==> src/rtl/ls299.sv <==
// SN74LS299 8-bit universal shift/storage register: async clear, hold,
// shift right (SR enters QA), shift left (SL enters QH), parallel load.
module ls299 (
  input  logic       _CLK,
  input  logic       _CLR,
  input  logic       _S0,
  input  logic       _S1,
  input  logic       _G1,
  input  logic       _G2,
  input  logic       _SR,
  input  logic       _SL,
  input  logic [7:0] _D_IN,
  output logic [7:0] _Q_OUT,
  output logic       _Q_OE,
  output logic       _QA_S,
  output logic       _QH_S
);

  typedef enum logic [1:0] {
    MODE_HOLD  = 2'b00,
    MODE_SHR   = 2'b01,
    MODE_SHL   = 2'b10,
    MODE_LOAD  = 2'b11
  } mode_e;

  mode_e      mode;
  logic [7:0] q;

  assign mode = mode_e'({_S1, _S0});

  always_ff @(posedge _CLK or negedge _CLR) begin
    if (!_CLR) begin
      q <= '0;
    end else begin
      case (mode)
        MODE_SHR:  q <= {q[6:0], _SR};
        MODE_SHL:  q <= {_SL, q[7:1]};
        MODE_LOAD: q <= _D_IN;
        default:   q <= q;
      endcase
    end
  end

  // Pins are released during load so the bus can drive the register inputs.
  assign _Q_OE  = ~_G1 & ~_G2 & ~(_S0 & _S1);
  assign _Q_OUT = q;
  assign _QA_S  = q[0];
  assign _QH_S  = q[7];

endmodule
==> config.mk <==
export PLATFORM = sky130hd
export DESIGN_NAME = ls299
export DESIGN_NICKNAME = d
export VERILOG_FILES = /design/src/rtl/ls299.sv
export SDC_FILE = /design/constraint.sdc
export NUM_CORES = 1
export LEC_CHECK = 0
export ABC_AREA = 0
export CAP_MARGIN = 10
export CORE_AREA = 2 2 39 41
export DETAILED_ROUTE_END_ITERATION = 6
export DIE_AREA = 0 0 41 43
export HOLD_SLACK_MARGIN = 0.08
export PLACE_DENSITY = 0.72
export SYNTH_ARGS = -nofsm -noshare
export SYNTH_HDL_FRONTEND = slang
export SYNTH_SLANG_ARGS = --single-unit
==> constraint.sdc <==
create_clock -name _CLK -period 1.55 [get_ports _CLK]
set_input_delay 0.31 -clock _CLK [delete_from_list [all_inputs] [get_ports _CLK]]
set_output_delay 0.31 -clock _CLK [all_outputs]
set_load 0.1 [all_outputs]
# Word level (Yosys, flattened, before mapping)
# Index checks and enable logic that the tools add are counted.
# totals
in_bits	16
reg_bits	8
# classes
muxes	1
bitwise_logic	6
n_eq_ne	3
n_reduce_logical	1
# op_table
cell	n
8-bit case mux with 3 select lines	1
2-bit == test, second input constant	2
1-bit AND	3
1-bit NOT	3
3-bit nonzero test	1
2-bit by 1-bit == test with 1-bit output, second input constant	1

# Logic depth before layout (Yosys ltp)
# depth
ltp_word	3
mapped_depth	2
mapped_depth_nobuf	1

# Worst setup path after synthesis
# Ideal clock, no wire load.
# synth_timing
path_type	input-to-output
start	input _S0
end	output _Q_OE
t_arrival_ns	2.718
path_slack_ns	-1.478
cell_stages	2
path_buffers	1
required_ns	1.240
cell_sequence	buf_6 a211oi_1
# synth_via
elab_chain_len	3
# synth_lines
element	line	rtl
from (decl)	6	input logic _S0,
1-bit AND	45	assign _Q_OE = ~_G1 & ~_G2 & ~(_S0 & _S1);
1-bit NOT	45	
1-bit AND	45	
to (decl)	14	output logic _Q_OE,
# No other way between the ends.

# Final worst setup path
# layout_timing
start	input _G2
end	output _Q_OE
# layout_via
elab_chain_len	3
# layout_lines
element	line	rtl
from (decl)	9	input logic _G2,
1-bit NOT	45	
1-bit AND (2 in series)	45	
# No other way between the ends.

==> results.ini <==
[place]
place_congestion=0.706
place_inst=65
dp_hpwl_um=872
dp_slack_ns=-0.138
placed_cell_area_sq_um=838
io_buffers=26

[worst_hold_path]
min-delay-path-class=in -> async

[die]
row_count=14
pin_count=27
core_area_sq_um=1380
start_util_pct=30.7
dieArea_sq_um=1760
die_y_um=43
die_w_um=41

[power_and_ir_drop]
power.total_w=0.00129
power_density_nw_per_um2=1500
power.leakage_nw=0.361
vdd_drop_max_v=0.000774

[clock_tree]
postCtsSetupBuffers=0
hold_buffers=0
clk_pin_slew_ns=0.05
cts_sinks=8
cts_tree=yes
cts_buffer_depth=2
cts_root_buffer=clkbuf_4
insertion_delay_ns=0.25
htreeDepth=1
cts_made_buffers=3

[setup_path]
critPathSlowestCell=clkdlybuf4s50_1
start_kind=input pin
cp.required_ns=1.24
crit_chain=clkdlybuf4s50_1 -> a211oi_4 -> buf_12
worstPathMaxFanout=1
cpLargestDelayFamily=buffers and inverters
cp.arrival_ns=1.17
crit_path_end_kind=output pin
path_class=in -> out
cp_num_buf_inv=2
cp_slowest_stage_delay_ns=0.44

[logic_synthesis]
synth_common_cells=8 x dfrtp_1, 8 x mux4_2, 2 x buf_4, 2 x buf_6, 1 x a211oi_1
yosys_warnings=0
synth.ff_latch_count=8
yosysTopAreaCellShare_pct=47.1
yosys.area_share.simple_pct=0
synth_area_sq_um=425
async_flop_share_pct=100
synth-main-ff-cell=dfrtp_1
syn_nets=37
synth_top_family_by_area=multiplexers
yosysSeqAreaShare_pct=47.1
synthMuxAreaShare_pct=42.4
synthXorXnorAreaFrac_pct=0
synth_edf_count=0
synthDistinctLibCells=5
synthTopCellsByArea=dfrtp_1 47%, mux4_2 42%, buf_6 5.3%
postSynthAreaPerCell_sq_um=20.3
yosysTopAreaCell=dfrtp_1
synth_fa_ha_area_share_pct=0
synth_compound_gate_area_share_pct=1.76
synthCells=21

[routing]
routed_via_density=4.99
routedWlPerCell_um=14.9
firstDrtPassIters=1
ant_nets=0
drcViolationCount=0
vias=339
drtIter0Drc=0
wirelength_mm=1.02

[layout]
n_antenna_cell=0
largest_register_ffs=8
fin_cells=68
drive_gt1_share_pct=59.6
stdcell_area_sq_um=861
syn2layout_area_growth_pct=102
nets=70

[global_routing]
grt_usage_pct=15.1
grt_max_degree=9
antenna_found_initial=0
gr-total-overflow=0
grt_pass1_wl_mm=1.75
grt_pass1_vias=358

[sta]
worstMarginPinSlew_ns=0.349
setup_viol=0
layout_setup_ws_ns=0.0704
fmax_mhz=676
rsz0062_at_grt=no
finalHoldViolCount=0
final-max-slew-violation-count=0
slew_headroom_pct=76.7
fin_crit_ns=1.48
finClkSkew_ns=0.00115
whs_ns=0.330
layout_worst_path_cycle_share_pct=95.5

[flow_run]
maxCapViolCount=0

[run_status]
status=complete, no violations

[worst paths after layout]
| path | startpoint | cells after the start | endpoint | slack [ns] |
|---|---|---|---|---|
| worst min-delay path | _CLR | 1 | _Q_OUT[1]$_DFFE_PN0P_ | 0.33 |
| worst max register to register | _Q_OUT[7]$_DFFE_PN0P_ | 1 | _Q_OUT[6]$_DFFE_PN0P_ | 0.49 |
| max in group asynchronous | _CLR | 1 | _Q_OUT[7]$_DFFE_PN0P_ | 0.94 |
| min in group _CLK | _Q_OUT[0]$_DFFE_PN0P_ | 1 | _Q_OUT[1]$_DFFE_PN0P_ | 0.71 |
| worst max-delay path | _G2 | 3 | _Q_OE | 0.07 |
| worst min register to register | _Q_OUT[0]$_DFFE_PN0P_ | 1 | _Q_OUT[1]$_DFFE_PN0P_ | 0.71 |
[per-stage QoR]
step           TNS (ns)  utilization, %
5_1_grt               0            62.2
2_1_floorplan   -0.0933               -
6_report              0            62.2
3_5_place_dp     -0.951            60.6
4_1_cts               0            62.0
3_3_place_gp     -0.801            60.6
[power breakdown]
group | internal (W) | switching [W] | leakage [nW]
combinational | 0.000322 | 0.000474 | 0.255
sequential | 0.000256 | 0.0000831 | 0.0916
clock | 0.0000885 | 0.0000695 | 0.0138
total | 0.000666 | 0.000627 | 0.361
[kinds of logic after synthesis]
kind of cell / Yosys count
buffers and inverters: 4
AOI/OAI and AO/OA: 1
DFF: 8
muxes: 8
[layout make-up]
type	instances	area, sq um
fill	105	523
timing repair buffer	32	415
clock buffer	3	22.5
sequential	8	203
multi-input combinational	9	200
tap	16	20.0
[per-layer routing]
layer | routed length (um) | vias to the layer above | GRT usage, %
li1 | - | 146 | -
met1 | 359 | 180 | 19.3
met2 | 588 | 11 | 22.8
met3 | 49 | 2 | 0.524
met4 | 19 | 0 | 12.0
met5 | 0 | - | 0
[layout by cell type, fill, tap and decap left out, drive strengths merged]
master	instances
dlygate4sd2	2
dfrtp	8
mux4	8
buf	17
dlymetal6s2s	1
clkbuf	3
clkdlybuf4s50	12
a211oi	1
[what timing repair did]
action | in CTS | in global routing
endpoints found under the setup margin | 1 | 1
gates resized for setup | 2 | 1
pin swaps | 1 | 1
Power figures use the tool's default switching activity.
